`src/rtl/uart_cmd_bridge.sv`:
```
// ASCII "wFPGA,<a>,<d>\n" / "rFPGA,<a>\n" parser acting as a bus master; reads answer in decimal text.
// Latency: we_o/re_o one cycle after '\n', first read digit ReadLatency+DataWidth+2 cycles after '\n'.
// Backpressure: tx bytes held until tx_ready_i; rx bytes dropped while busy_o; UART_CMD_BRIDGE_ACK_EN adds "OK\n" to writes.
module uart_cmd_bridge #(
  parameter int AddrWidth   = 16,
  parameter int DataWidth   = 32,
  parameter int ReadLatency = 1
) (
  input  logic                 clk_i,
  input  logic                 reset_i,
  input  logic [7:0]           rx_data_i,
  input  logic                 rx_valid_i,
  output logic [7:0]           tx_data_o,
  output logic                 tx_valid_o,
  input  logic                 tx_ready_i,
  output logic [AddrWidth-1:0] address_o,
  output logic [DataWidth-1:0] data_o,
  output logic                 we_o,
  output logic                 re_o,
  input  logic [DataWidth-1:0] data_i,
  output logic                 busy_o
);
  localparam int NDig = (DataWidth * 302 + 999) / 1000 + 1;
  localparam int IdxW = $clog2(NDig);
  localparam int CntW = $clog2(DataWidth + 1);
  localparam logic [7:0] ChNl    = 8'h0a;
  localparam logic [7:0] ChCr    = 8'h0d;
  localparam logic [7:0] ChComma = 8'h2c;

  typedef enum logic [3:0] {
    KEY, ADDR, DATA, WRITE, READ, RWAIT, CONV, SEND, ERR_DRAIN, ERR_SEND
`ifdef UART_CMD_BRIDGE_ACK_EN
    , ACK_SEND
`endif
  } state_t;

  state_t                state, state_n, err_to;
  logic [2:0]            key_idx;
  logic [7:0]            key_exp;
  logic                  op_wr, have_dig, rx_take, is_digit;
  logic [AddrWidth-1:0]  acc_addr;
  logic [DataWidth-1:0]  acc_data, shreg;
  logic [2:0]            lat_cnt;
  logic [CntW-1:0]       conv_cnt;
  logic [NDig*4-1:0]     bcd, bcd_adj;
  logic [IdxW-1:0]       dig_idx, first_nz, cur_idx;
  logic                  lead, nl_phase;
  logic [1:0]            msg_idx;

  assign rx_take  = rx_valid_i && (rx_data_i != ChCr);
  assign is_digit = (rx_data_i >= 8'h30) && (rx_data_i <= 8'h39);
  // A bad byte that is itself the line end must not wait for a second '\n'
  assign err_to   = (rx_data_i == ChNl) ? ERR_SEND : ERR_DRAIN;

  always_comb begin
    case (key_idx)
      3'd1:    key_exp = "F";
      3'd2:    key_exp = "P";
      3'd3:    key_exp = "G";
      3'd4:    key_exp = "A";
      default: key_exp = ",";
    endcase
  end

  always_comb begin
    bcd_adj  = bcd;
    first_nz = '0;
    for (int i = 0; i < NDig; i++) begin
      if (bcd[i*4 +: 4] >= 4'd5) bcd_adj[i*4 +: 4] = bcd[i*4 +: 4] + 4'd3;
      if (bcd[i*4 +: 4] != 4'd0) first_nz = IdxW'(i);
    end
    // leading zeros are skipped in one step when the first digit goes out
    cur_idx = lead ? first_nz : dig_idx;
  end

  always_ff @(posedge clk_i or posedge reset_i) begin
    if (reset_i) state <= KEY;
    else         state <= state_n;
  end

  always_comb begin
    state_n    = state;
    tx_valid_o = 1'b0;
    tx_data_o  = 8'h00;
    we_o       = 1'b0;
    re_o       = 1'b0;
    busy_o     = 1'b1;
    case (state)
      KEY: begin
        busy_o = 1'b0;
        if (rx_take) begin
          if (key_idx == 3'd0) begin
            if (rx_data_i != ChNl && rx_data_i != "w" && rx_data_i != "r") state_n = ERR_DRAIN;
          end else if (rx_data_i != key_exp) begin
            state_n = err_to;
          end else if (key_idx == 3'd5) begin
            state_n = ADDR;
          end
        end
      end
      ADDR: begin
        busy_o = 1'b0;
        if (rx_take && !is_digit) begin
          if (have_dig && op_wr && rx_data_i == ChComma)    state_n = DATA;
          else if (have_dig && !op_wr && rx_data_i == ChNl) state_n = READ;
          else                                              state_n = err_to;
        end
      end
      DATA: begin
        busy_o = 1'b0;
        if (rx_take && !is_digit) begin
          if (have_dig && rx_data_i == ChNl) state_n = WRITE;
          else                               state_n = err_to;
        end
      end
      WRITE: begin
        we_o = 1'b1;
`ifdef UART_CMD_BRIDGE_ACK_EN
        state_n = ACK_SEND;
`else
        state_n = KEY;
`endif
      end
      READ: begin
        re_o    = 1'b1;
        state_n = RWAIT;
      end
      RWAIT: if (lat_cnt == 3'(ReadLatency - 1)) state_n = CONV;
      CONV:  if (conv_cnt == CntW'(DataWidth - 1)) state_n = SEND;
      SEND: begin
        tx_valid_o = 1'b1;
        tx_data_o  = nl_phase ? ChNl : {4'h3, bcd[cur_idx*4 +: 4]};
        if (tx_ready_i && nl_phase) state_n = KEY;
      end
      ERR_DRAIN: begin
        busy_o = 1'b0;
        if (rx_valid_i && rx_data_i == ChNl) state_n = ERR_SEND;
      end
      ERR_SEND: begin
        tx_valid_o = 1'b1;
        case (msg_idx)
          2'd0:    tx_data_o = "E";
          2'd1,
          2'd2:    tx_data_o = "R";
          default: tx_data_o = ChNl;
        endcase
        if (tx_ready_i && msg_idx == 2'd3) state_n = KEY;
      end
`ifdef UART_CMD_BRIDGE_ACK_EN
      ACK_SEND: begin
        tx_valid_o = 1'b1;
        case (msg_idx)
          2'd0:    tx_data_o = "O";
          2'd1:    tx_data_o = "K";
          default: tx_data_o = ChNl;
        endcase
        if (tx_ready_i && msg_idx == 2'd2) state_n = KEY;
      end
`endif
      default: state_n = KEY;
    endcase
  end

  always_ff @(posedge clk_i or posedge reset_i) begin
    if (reset_i) begin
      key_idx   <= '0;
      op_wr     <= 1'b0;
      have_dig  <= 1'b0;
      acc_addr  <= '0;
      acc_data  <= '0;
      address_o <= '0;
      data_o    <= '0;
      lat_cnt   <= '0;
      conv_cnt  <= '0;
      shreg     <= '0;
      bcd       <= '0;
      dig_idx   <= '0;
      lead      <= 1'b0;
      nl_phase  <= 1'b0;
      msg_idx   <= '0;
    end else begin
      msg_idx <= '0;
      case (state)
        KEY: begin
          acc_addr <= '0;
          acc_data <= '0;
          have_dig <= 1'b0;
          if (state_n != KEY) begin
            key_idx <= '0;
          end else if (rx_take && (key_idx != 3'd0 || rx_data_i != ChNl)) begin
            key_idx <= key_idx + 3'd1;
            if (key_idx == 3'd0) op_wr <= (rx_data_i == "w");
          end
        end
        ADDR: if (rx_take) begin
          if (is_digit) begin
            acc_addr <= acc_addr * AddrWidth'(10) + AddrWidth'(rx_data_i[3:0]);
            have_dig <= 1'b1;
          end else if (state_n == DATA) begin
            have_dig <= 1'b0;
          end else if (state_n == READ) begin
            address_o <= acc_addr;
          end
        end
        DATA: if (rx_take) begin
          if (is_digit) begin
            acc_data <= acc_data * DataWidth'(10) + DataWidth'(rx_data_i[3:0]);
            have_dig <= 1'b1;
          end else if (state_n == WRITE) begin
            address_o <= acc_addr;
            data_o    <= acc_data;
          end
        end
        READ: lat_cnt <= '0;
        RWAIT: begin
          lat_cnt <= lat_cnt + 3'd1;
          if (state_n == CONV) begin
            shreg    <= data_i;
            bcd      <= '0;
            conv_cnt <= '0;
          end
        end
        CONV: begin
          bcd      <= {bcd_adj[NDig*4-2:0], shreg[DataWidth-1]};
          shreg    <= shreg << 1;
          conv_cnt <= conv_cnt + CntW'(1);
          if (state_n == SEND) begin
            lead     <= 1'b1;
            nl_phase <= 1'b0;
          end
        end
        SEND: if (tx_ready_i) begin
          lead <= 1'b0;
          if (cur_idx == '0) nl_phase <= 1'b1;
          else               dig_idx  <= cur_idx - IdxW'(1);
        end
        ERR_SEND: msg_idx <= tx_ready_i ? msg_idx + 2'd1 : msg_idx;
`ifdef UART_CMD_BRIDGE_ACK_EN
        ACK_SEND: msg_idx <= tx_ready_i ? msg_idx + 2'd1 : msg_idx;
`endif
        default: ;
      endcase
    end
  end
endmodule

```
`config.mk`:
```
export PLATFORM = sky130hd
export DESIGN_NAME = uart_cmd_bridge
export DESIGN_NICKNAME = d
export VERILOG_FILES = /design/src/rtl/uart_cmd_bridge.sv
export SDC_FILE = /design/constraint.sdc
export NUM_CORES = 1
export LEC_CHECK = 0
export CAP_MARGIN = 10
export CORE_MARGIN = 8
export CORE_UTILIZATION = 35
export DETAILED_ROUTE_END_ITERATION = 7
export GPL_TIMING_DRIVEN = 1
export PLACE_DENSITY_LB_ADDON = 0.2
export SYNTH_ARGS = -nofsm -noshare
export SYNTH_HDL_FRONTEND = slang
export SYNTH_SLANG_ARGS = --single-unit
```
`constraint.sdc`:
```
create_clock -name clk_i -period 7.64 [get_ports clk_i]
set_input_delay 0.764 -clock clk_i [delete_from_list [all_inputs] [get_ports clk_i]]
set_output_delay 0.764 -clock clk_i [all_outputs]
set_load 0.02 [all_outputs]
```
==> metrics <==
status=completed; Max FO, Critical Path=12; worst hold start=shreg[12]; Reg area=around 5000 µm²; ys async rst share=100%; fraction of the mapped netlist area in adder cells=about an eighth; Setup TNS=0 ns; initial core utilization=about 35%; Syn Nets=1677; die area=45900 µm²; HP Class=flop to flop; H-tree depth=4; reg2reg setup slack=~3.4 ns; Mapped Cells=roughly 1500; Ports=104; simple-gate share of the synthesized area=approximately 17%; Clock Sinks=roughly 200; Synth Area in Compound Gates=between 10% and 20%; flops & latches, synth=just under 200; Worst Path Required=6.88 ns; largest net degree at the start of global routing=100; Rows=around 70; post-synthesis cell area=between 10000 and 15000 µm²; Synth Area in XOR/XNOR=under 10%; Max Fclk=between 200 and 250 MHz; DR iter-0 viols=821; Antenna Violating Nets Remaining=0; hold_buf cts=0; min Tclk post-route=~5.0 ns; Routed WL=35400 µm; WL/cell=around 17 µm; Die Wd=roughly 210 µm; Static Leak=approximately 6.8 nW; final hold violations=0; WHS Endpoint=shreg[13]; Top delay family on crit path=compound AO/OA/AOI/OAI gates; Syn Area/Cell=9.14 µm²; WP data arrival=about 4.2 ns; Vias=roughly 11000; area post-placement=~15000 µm²; FILL cells=roughly 3900; clk slew on worst S/H paths=0.09 ns; CP peak stage delay=about 0.57 ns; Final GP Congestion=roughly 0.87; Die Ht=214 µm; crit path buf inv count=3; dpl hpwl=about 26000 µm; Final Cycle Share=about two thirds; final setup fails=0; synth top area cells=dfrtp_1, ha_1, nand2_1; CTS tree=yes; cell taking the most area after synthesis=dfrtp_1; first-pass iteration count of the detailed router=8; met3 global-route usage=under 10%; hold path cells=2; slowest stage cell, crit path=clkdlybuf4s50_1; TritonCTS Buffers=17; gr busiest metal=met2; Distinct cells, synth=just over 90; DRC=0; CP Class=flop to primary output; power per cell area=around 140 nW/µm²; Primary FF master, synth=dfrtp_1; drt via density=5.34; Worst Setup Start Kind=flop; RSZ-0062 raised after global routing=no; post-synth top area share=36.0%; core area=38700 µm²; sequential share of the synthesized area=between 30% and 40%; M1 GR Usage=21.9%; setup bufs post-CTS=0; ratio of cells with drive above 1 in the final layout=under 10%; Worst Hold Margin=between 0.4 and 0.5 ns; post-layout net count=around 1700; EDFF count, synth=0; number of global-route vias before repair=around 11000; GRT Overall Usage=15.4%; largest family of logic cells by synthesized area=compound AO/OA/AOI/OAI gates; critical register-to-register path startpoint=acc_data[1]; PortBufs=between 100 and 150; Worst-Margin Slew=approximately 1.1 ns; antenna violations before repair=3; first-pass GRT wire length=slightly below 60000 µm; root buf cell=clkbuf_16; depth of the most critical reg-to-reg path=14; Ys Warns=0; fin util=just over 40%; crit-path cells=inv_1 > ha_1 > or3b_2 > o211ai_1 > a21oi_1 > o21ai_0 > a31oi_1 > o2bb2ai_1 > buf_4 > mux4_2 > a222oi_1 > o31ai_1 > clkdlybuf4s50_1; Crit. End Element=primary output; final instance area=about 16000 µm²; Worst IR Drop VDD=0.0915 mV; r2r endpoint=acc_data[31]; gr ovfl total=0; area of the multi-input gates=8320 µm²; met2 Track Usage GR=23.5%; number of max-cap violations=0; Max Transition Viols Final=0; relative slew slack=27.2%; Tot Pwr=between 2 and 2.5 mW; clk_lat worst skew=roughly 0.46 ns; post-synthesis mux area share=under 10%; area delta synth->final=15.4%; Fin Clk Skew=around 0.015 ns; Max Buffers Root-to-Sink=2; CTS resizes=0
-- through the flow --
stage | cells | setup slack, ns
floorplan | 1504 | 1.48
global placement | 2064 | 3.20
CTS | 2096 | 2.61
detailed placement | 2064 | 3.12
global route | 2099 | 2.34
finish | 2099 | 2.68
-- layout by cell type, fill, tap and decap left out, types with 5 or more instances in the layout --
cell type / synthesis / layout
nand2_1: 202 / 201
dfrtp_1: 198 / 198
ha_1: 125 / 125
o21ai_0: 123 / 123
clkdlybuf4s50_1: 0 / 102
a21oi_1: 87 / 87
nor2_1: 85 / 82
xnor2_1: 59 / 59
inv_1: 57 / 56
mux2_2: 48 / 48
mux2i_1: 39 / 39
o31ai_1: 33 / 33
o22ai_1: 31 / 31
xor2_1: 30 / 30
nand3_1: 28 / 27
nand2b_1: 23 / 23
nor3_1: 19 / 19
o211ai_1: 17 / 17
clkbuf_16: 0 / 17
nand4_1: 16 / 16
o21a_1: 13 / 13
nor3b_1: 12 / 12
a32o_1: 12 / 12
a21o_1: 12 / 12
nor4_1: 11 / 11
nor2b_1: 10 / 10
and3_1: 10 / 10
o21ai_1: 10 / 10
buf_4: 1 / 9
or3_1: 6 / 6
inv_6: 0 / 6
nand3b_1: 5 / 5
o2111ai_1: 5 / 5
a31oi_1: 5 / 5
a211oi_1: 5 / 5
o21bai_1: 5 / 5
-- how the worst max path moves through the flow --
stage,startpoint,endpoint,cells past startpoint
after floorplan,reset_i,acc_addr[0],1
after global placement,bcd[8],tx_data_o[3],13
after detailed placement,bcd[8],tx_data_o[3],13
after CTS,bcd[8],tx_data_o[3],13
after global routing,bcd[9],tx_data_o[1],14
final,bcd[8],tx_data_o[3],13
-- per-layer routing --
layer / vias to the layer above / share of wire (%)
met5: - / 0
met4: 0 / 1.5
met3: 33 / 4.2
met2: 215 / 44
met1: 5401 / 50
li1: 5560 / -
-- registers in the layout, summed over array words and instances, names as in the netlist --
register / cells
bcd: 44
acc_data: 32
data_o: 32
shreg: 32
acc_addr: 16
address_o: 16
conv_cnt: 6
dig_idx: 4
state: 4
key_idx: 3
lat_cnt: 3
msg_idx: 2
have_dig: 1
lead: 1
nl_phase: 1
op_wr: 1
-- cell families (layout without fill, tap and decap cells) --
group           count (synthesis)  in the layout
compound gates                402            402
buf+inv                       127            201
mux                            92             92
xor+xnor                       89             89
fa+ha+maj                     129            129
other cells                     1              4
flops                         198            198
simple gates                  466            466
-- worst register-to-register path, cell delays in order (launching register included) --
cell and delay, ns:
dfrtp_1 0.44, ha_1 0.31, ha_1 0.19, inv_1 0.06, fa_1 0.39, nand2b_1 0.20, a211oi_2 0.37, nor2_4 0.11
xnor2_1 0.19, or4_4 0.53, or4b_4 0.56, nor4_2 0.32, nand4b_1 0.17, xnor2_1 0.18, o21ai_1 0.07
-- power breakdown --
| part | leakage [nW] | internal (mW) | switching (mW) |
|---|---|---|---|
| combinational | 3.91 | 0.0440 | 0.0747 |
| sequential | 2.60 | 1.05 | 0.00780 |
| clock | 0.307 | 0.536 | 0.459 |
-- layout make-up --
class                      instances  area share (%)
multi-input combinational       1179            52.4
tap                              518            4.08
timing repair buffer             111            6.86
antenna                            3          0.0473
inverter                          58            1.42
sequential                       198            31.2
clock inverter                    14            1.17
clock buffer                      18            2.77
-- cells in the mapped netlist (all sizes together), types with 6 or more instances --
| master | number |
|---|---|
| nand2 | 202 |
| dfrtp | 198 |
| o21ai | 133 |
| ha | 125 |
| a21oi | 89 |
| nor2 | 88 |
| xnor2 | 59 |
| inv | 57 |
| clkbuf | 51 |
| mux2 | 49 |
| mux2i | 39 |
| o31ai | 33 |
| o22ai | 31 |
| xor2 | 30 |
| nand3 | 28 |
| nand2b | 23 |
| nor3 | 20 |
| buf | 18 |
| o211ai | 17 |
| nand4 | 16 |
| nor4 | 15 |
| o21a | 13 |
| a21o | 12 |
| a32o | 12 |
| nor3b | 12 |
| and3 | 10 |
| nor2b | 10 |
| a211oi | 7 |
| o21bai | 6 |
| or2 | 6 |
| or3 | 6 |
| or4 | 6 |
(Power assumes the default switching activity.)
